File: config.mk
export PLATFORM = sky130hd
export DESIGN_NAME = logic_op_dispatcher
export DESIGN_NICKNAME = d
export VERILOG_FILES = /design/src/rtl/logic_op_pkg.sv /design/src/rtl/op_req_fifo.sv /design/src/rtl/logic_op_dispatcher.sv
export SDC_FILE = /design/constraint.sdc
export NUM_CORES = 1
export LEC_CHECK = 0
export BUFFER_PORTS_ARGS = -buffer_cell sky130_fd_sc_hd__buf_4
export CAP_MARGIN = 20
export CORE_MARGIN = 2
export CORE_UTILIZATION = 40
export DETAILED_ROUTE_END_ITERATION = 8
export SYNTH_ARGS = -nofsm -noshare
export SYNTH_HDL_FRONTEND = slang
export SYNTH_SLANG_ARGS = --single-unit
File: constraint.sdc
create_clock -name clock -period 5.9 [get_ports clock]
set_input_delay 0 -clock clock [delete_from_list [all_inputs] [get_ports clock]]
set_output_delay 0 -clock clock [all_outputs]
set_load 0.05 [all_outputs]
File: src/rtl/logic_op_pkg.sv
// Shared opcode, response-error and FSM state definitions for the logic-unit dispatcher.
package logic_op_pkg;

  localparam int OP_NOTA = 0;
  localparam int OP_NOTB = 1;
  localparam int OP_AND  = 2;
  localparam int OP_OR   = 3;
  localparam int OP_XOR  = 4;
  localparam int OP_NAND = 5;
  localparam int OP_NOR  = 6;
  localparam int OP_XNOR = 7;

  localparam logic [1:0] ERR_OK  = 2'b00;
  localparam logic [1:0] ERR_OP  = 2'b01;
  localparam logic [1:0] ERR_TMO = 2'b10;

  typedef enum logic [1:0] {
    IDLE  = 2'd0,
    ISSUE = 2'd1,
    RESP  = 2'd2,
    CLEAR = 2'd3
  } state_t;

  function automatic logic op_legal(input int op, input int num_ops);
    return op < num_ops;
  endfunction

endpackage

File: src/rtl/op_req_fifo.sv
// Synchronous request FIFO with full/empty flags; the head entry is visible combinationally.
module op_req_fifo #(
  parameter int WIDTH = 68,
  parameter int DEPTH = 4
) (
  input  logic             clock,
  input  logic             reset,
  input  logic             push,
  input  logic [WIDTH-1:0] din,
  input  logic             pop,
  output logic [WIDTH-1:0] dout,
  output logic             full,
  output logic             empty
);

  localparam int PTR_W = $clog2(DEPTH);

  logic [WIDTH-1:0] mem_reg [DEPTH];
  logic [PTR_W-1:0] wr_ptr_reg;
  logic [PTR_W-1:0] rd_ptr_reg;
  logic [PTR_W:0]   count_reg;
  logic             do_push;
  logic             do_pop;

  // Push depends only on the current full flag, so a same-cycle pop never frees a slot early.
  assign do_push = push && !full;
  assign do_pop  = pop && !empty;
  assign full    = (count_reg == (PTR_W+1)'(DEPTH));
  assign empty   = (count_reg == '0);
  assign dout    = mem_reg[rd_ptr_reg];

  always_ff @(posedge clock) begin
    if (do_push) begin
      mem_reg[wr_ptr_reg] <= din;
    end
  end

  always_ff @(posedge clock or negedge reset) begin
    if (!reset) begin
      wr_ptr_reg <= '0;
      rd_ptr_reg <= '0;
      count_reg  <= '0;
    end else begin
      if (do_push) begin
        wr_ptr_reg <= wr_ptr_reg + PTR_W'(1);
      end
      if (do_pop) begin
        rd_ptr_reg <= rd_ptr_reg + PTR_W'(1);
      end
      case ({do_push, do_pop})
        2'b10:   count_reg <= count_reg + (PTR_W+1)'(1);
        2'b01:   count_reg <= count_reg - (PTR_W+1)'(1);
        default: count_reg <= count_reg;
      endcase
    end
  end

endmodule

File: src/rtl/logic_op_dispatcher.sv
// Queues logic-unit requests and issues them over the start/finish handshake, returning results.
// Optional ISSUE watchdog enabled by defining LOGIC_DISPATCH_TIMEOUT_EN.
module logic_op_dispatcher
  import logic_op_pkg::*;
#(
  parameter int DATA_W      = 32,
  parameter int OP_W        = 4,
  parameter int NUM_OPS     = 8,
  parameter int FIFO_DEPTH  = 4,
  parameter int TIMEOUT_CYC = 16
) (
  input  logic              clock,
  input  logic              reset,
  input  logic              req_valid,
  output logic              req_ready,
  input  logic [DATA_W-1:0] req_a,
  input  logic [DATA_W-1:0] req_b,
  input  logic [OP_W-1:0]   req_op,
  output logic [DATA_W-1:0] lu_a,
  output logic [DATA_W-1:0] lu_b,
  output logic [OP_W-1:0]   lu_op,
  output logic              lu_start,
  input  logic              lu_finish,
  input  logic [DATA_W-1:0] lu_c,
  output logic              rsp_valid,
  input  logic              rsp_ready,
  output logic [DATA_W-1:0] rsp_data,
  output logic [1:0]        rsp_err,
  output logic              busy
);

  localparam int ENT_W = 2*DATA_W + OP_W;

  logic [ENT_W-1:0]  head;
  logic [DATA_W-1:0] head_a;
  logic [DATA_W-1:0] head_b;
  logic [OP_W-1:0]   head_op;
  logic              fifo_full;
  logic              fifo_empty;
  logic              fifo_pop;

  state_t            state_reg;
  state_t            state_next;
  logic              load_lu;
  logic              cap_en;
  logic [DATA_W-1:0] cap_data;
  logic [1:0]        cap_err;
  logic              timeout_hit;

  logic [DATA_W-1:0] lu_a_reg;
  logic [DATA_W-1:0] lu_b_reg;
  logic [OP_W-1:0]   lu_op_reg;
  logic [DATA_W-1:0] rsp_data_reg;
  logic [1:0]        rsp_err_reg;

  op_req_fifo #(
    .WIDTH (ENT_W),
    .DEPTH (FIFO_DEPTH)
  ) u_fifo (
    .clock (clock),
    .reset (reset),
    .push  (req_valid),
    .din   ({req_a, req_b, req_op}),
    .pop   (fifo_pop),
    .dout  (head),
    .full  (fifo_full),
    .empty (fifo_empty)
  );

  assign {head_a, head_b, head_op} = head;

`ifdef LOGIC_DISPATCH_TIMEOUT_EN
  localparam int WD_W = $clog2(TIMEOUT_CYC) + 1;

  logic [WD_W-1:0] wdog_reg;

  always_ff @(posedge clock or negedge reset) begin
    if (!reset) begin
      wdog_reg <= '0;
    end else if (load_lu) begin
      wdog_reg <= '0;
    end else if (state_reg == ISSUE) begin
      wdog_reg <= wdog_reg + WD_W'(1);
    end
  end

  // Fires on the last allowed ISSUE cycle, so exactly TIMEOUT_CYC start cycles are spent.
  assign timeout_hit = (state_reg == ISSUE) && (wdog_reg == WD_W'(TIMEOUT_CYC - 1));
`else
  // Never fires; keeps the parameter referenced in builds without the watchdog.
  assign timeout_hit = (TIMEOUT_CYC < 0);
`endif

  always_ff @(posedge clock or negedge reset) begin
    if (!reset) begin
      state_reg <= IDLE;
    end else begin
      state_reg <= state_next;
    end
  end

  always_comb begin
    state_next = state_reg;
    fifo_pop   = 1'b0;
    load_lu    = 1'b0;
    cap_en     = 1'b0;
    cap_data   = '0;
    cap_err    = ERR_OK;
    case (state_reg)
      IDLE: begin
        // A finish seen while idle belongs to an abandoned op and must be cleared first.
        if (lu_finish) begin
          state_next = CLEAR;
        end else if (!fifo_empty) begin
          fifo_pop = 1'b1;
          if (op_legal(int'(head_op), NUM_OPS)) begin
            load_lu    = 1'b1;
            state_next = ISSUE;
          end else begin
            cap_en     = 1'b1;
            cap_err    = ERR_OP;
            state_next = RESP;
          end
        end
      end
      ISSUE: begin
        if (lu_finish) begin
          cap_en     = 1'b1;
          cap_data   = lu_c;
          state_next = RESP;
        end else if (timeout_hit) begin
          cap_en     = 1'b1;
          cap_err    = ERR_TMO;
          state_next = RESP;
        end
      end
      RESP: begin
        if (rsp_ready) begin
          state_next = IDLE;
        end
      end
      CLEAR: begin
        state_next = IDLE;
      end
      default: begin
        state_next = IDLE;
      end
    endcase
  end

  always_ff @(posedge clock or negedge reset) begin
    if (!reset) begin
      lu_a_reg     <= '0;
      lu_b_reg     <= '0;
      lu_op_reg    <= '0;
      rsp_data_reg <= '0;
      rsp_err_reg  <= ERR_OK;
    end else begin
      if (load_lu) begin
        lu_a_reg  <= head_a;
        lu_b_reg  <= head_b;
        lu_op_reg <= head_op;
      end
      if (cap_en) begin
        rsp_data_reg <= cap_data;
        rsp_err_reg  <= cap_err;
      end
    end
  end

  assign lu_a      = lu_a_reg;
  assign lu_b      = lu_b_reg;
  assign lu_op     = lu_op_reg;
  assign lu_start  = (state_reg == ISSUE) || (state_reg == CLEAR);
  assign rsp_valid = (state_reg == RESP);
  assign rsp_data  = rsp_data_reg;
  assign rsp_err   = rsp_err_reg;
  assign req_ready = !fifo_full;
  assign busy      = (state_reg != IDLE) || !fifo_empty;

endmodule

==> flow_summary_export.csv <==
group,metric,value,unit
status,outcome,"finished, final reports clean",
floorplanning,dieArea,36840,um^2
yosys,synth_area_leaders,"edfxtp_1 (58%), dfrtp_1 (19%), mux4_2 (11%)",
floorplanning,die_w,191.9,um
timing,finalCritPeriodShare,49.12,%
min_path,min_path_type,"in -> async",
route,firstDrtPassIters,4,
timing,finalClockSkew,0.02114,ns
yosys,synth_cell_types,34,
power,finalPower,10270,uW
route,dr_wl_met2,13920,um
critical_path,crit_path_end_kind,"register",
layout,final_common_cell,"edfxtp_1",
timing,fin_setup_tns,0,ns
layout,layout.cells.non_filler,1488,
yosys,yosys_warnings,0,
clocking,cts.sinks,382,
route,drt-met1-wl,12400,um
clocking,cts_tree,"yes",
yosys,synth_ff_type,"edfxtp_1",
yosys,synth.largest_area_cell,"edfxtp_1",
clocking,clk_pin_slew,0.06,ns
yosys,synth_enable_flop_cells,272,
critical_path,path_max_fanout,41,
placed_design,dp_cells,1305,
yosys,synth.avg_cell_area,21.24,um^2
placed_design,gp_congestion,0.7369,
layout,final_nets,1110,
placed_design,place_ws,2.925,ns
critical_path,required,6.33,ns
route,wl_per_cell,19.72,um
critical_path,cp-start-kind,"register",
yosys,yosysSeqAreaShare,77.31,%
clocking,htreeDepth,2,
route,antenna_left,0,
route,num_vias,7324,
global_route,grt.total_usage,16.24,%
timing,finalCriticalPeriod,2.898,ns
yosys,synth.area.mux_share,16.33,%
route,top_layer_used,"met4",
route,drtIter0Drc,259,
job,maxCapViolations,0,
floorplanning,num_io_pins,211,
yosys,synth_top_area_share,57.82,%
floorplanning,die_h,191.9,um
power,power_leakage,0.007014,uW
floorplanning,rows,68,
layout,layout_common_cells,"edfxtp_1 (272), buf_4 (221), dfrtp_1 (108)",
timing,setup_viol,0,
timing,slew_violations,0,
yosys,netlist_instances,665,
yosys,synth_top_family_by_area,"multiplexers",
timing,slew_headroom,43.42,%
power,peakVddDrop,0.3438,mV
timing,tightestPinTransition,0.8487,ns
global_route,antenna_found_initial,1,
yosys,synth_compound_area_share,2.170,%
timing,fin_ws,3.002,ns
placed_design,portBuffers,209,
layout,final_util,53.83,%
clocking,root_buffer,"clkbuf_16",
clocking,cts-resized-gates,0,
clocking,cts-buffers-inserted,41,
route,viasPerCell,4.922,
global_route,overflow,0,
yosys,netlist_area,14130,um^2
layout,drive_gt1_share,39.73,%
route,postRouteWirelength,29350,um
route,met3_wirelength,2445,um
clocking,clk-insertion-delay-late,0.55,ns
clocking,post_cts_buffers,0,
global_route,grt_pass1_wl,45140,um
timing,max_freq,0.3451,GHz
timing,hold_viol_final,0,
critical_path,critPathKind,"reg -> reg",
layout,syn_to_final_growth,31.97,%
global_route,grt_max_degree,69,
yosys,async_reset_ff_share,28.80,%
global_route,grt_pass1_vias,7939,
yosys,synth_simple_gate_area_share,1.869,%
yosys,synth_fa_ha_area_share,0.5846,%
clocking,clockBufferDepth,3,
floorplanning,core_region_area,34630,um^2
yosys,syn_nets,776,
critical_path,cp_data_arrival_time,3.33,ns
route,drc_errors,0,
layout,largest_register_ffs,272,
floorplanning,start_util,40.79,%
yosys,synth-seq-cells,382,
yosys,synthXorXnorAreaFrac,0.3720,%
placed_design,hpwl,16150,um
power,p_per_area,551.0,nW/um^2
timing,rsz0062_at_grt,"no",
==> routing by layer <==
layer / GRT usage (%) / vias up
met5: 0 / -
met4: 5.118 / 0
met2: 26.33 / 220
met1: 21.09 / 3734
met3: 4.878 / 46
li1: - / 3324
==> power by group <==
part | switching [uW] | internal [uW]
clock | 1020 | 1470
sequential | 431 | 3680
combinational | 2240 | 1430
total | 3690 | 6580
==> worst max-delay path: stages, from the launching register on <==
cell and delay (ns):
dfrtp_4 0.92, mux4_2 0.65, nor3b_4 0.20, buf_4 0.53
mux2_2 0.41
==> area by class of cell <==
| type | count | area [um^2] |
|---|---|---|
| Clock inverter | 20 | 195.2 |
| Antenna cell | 1 | 2.502 |
| Clock buffer | 56 | 1124 |
| Multi-Input combinational cell | 241 | 3045 |
| Fill cell | 2765 | 15990 |
| Tap cell | 455 | 569.3 |
| Sequential cell | 382 | 10930 |
| Timing Repair Buffer | 327 | 2755 |
| Inverter | 6 | 22.52 |
==> synthesized netlist by cell type, types with 2 or more instances <==
cell type	number
mux2_1	13
nor2b_1	2
and2_1	2
buf_6	2
nor2_1	3
buf_1	5
xor2_1	3
clkbuf_1	20
buf_2	7
or3_1	2
nor3_1	2
mux4_2	68
o2bb2ai_1	32
nand2_1	33
ha_1	5
mux2_2	55
edfxtp_1	272
buf_4	2
dfrtp_1	110
o21ai_0	2
inv_1	6
and3_1	5
xnor2_1	3
==> through the flow <==
step                cell area [um^2]  hold WS (ns)
finish                         18640       0.08899
global route                   18640        0.1622
CTS                            18580        0.1219
detailed placement             16220        0.1364
global placement               16220        0.1253
floorplan                      14130       -0.2956
==> repair_timing <==
action / CTS / global route
hold endpoints to repair: 356 / 0
hold buffers: 104 / 0
endpoints found under the setup margin: 0 / 0
==> kinds of logic (layout without fill, tap and decap cells) <==
group | count (synthesis) | in the layout
and+or+nand+nor | 55 | 55
AOI/OAI and AO/OA | 36 | 36
adders and majority gates | 6 | 6
buffers and inverters | 42 | 409
xor gates and xnor gates | 6 | 6
DFF | 382 | 382
other | 1 | 2
muxes | 137 | 137
==> final timing paths <==
check	start	end	slack (ns)	cells past startpoint
max	u_fifo.rd_ptr_reg[0]$_DFFE_PN0P_	lu_a[8]$_DFFE_PN0P_	3.00	4
max reg2reg	u_fifo.rd_ptr_reg[0]$_DFFE_PN0P_	lu_a[8]$_DFFE_PN0P_	3.00	4
max in group asynchronous	reset	u_fifo.rd_ptr_reg[0]$_DFFE_PN0P_	4.40	3
min in group clock	req_a[12]	u_fifo.mem_reg[3][48]$_DFFE_PP_	0.19	2
min	reset	lu_b[1]$_DFFE_PN0P_	0.09	2
min reg2reg	rsp_err[0]$_DFFE_PN0P_	rsp_err[0]$_DFFE_PN0P_	0.49	1
No activity file was read; power rests on OpenSTA's default activity.
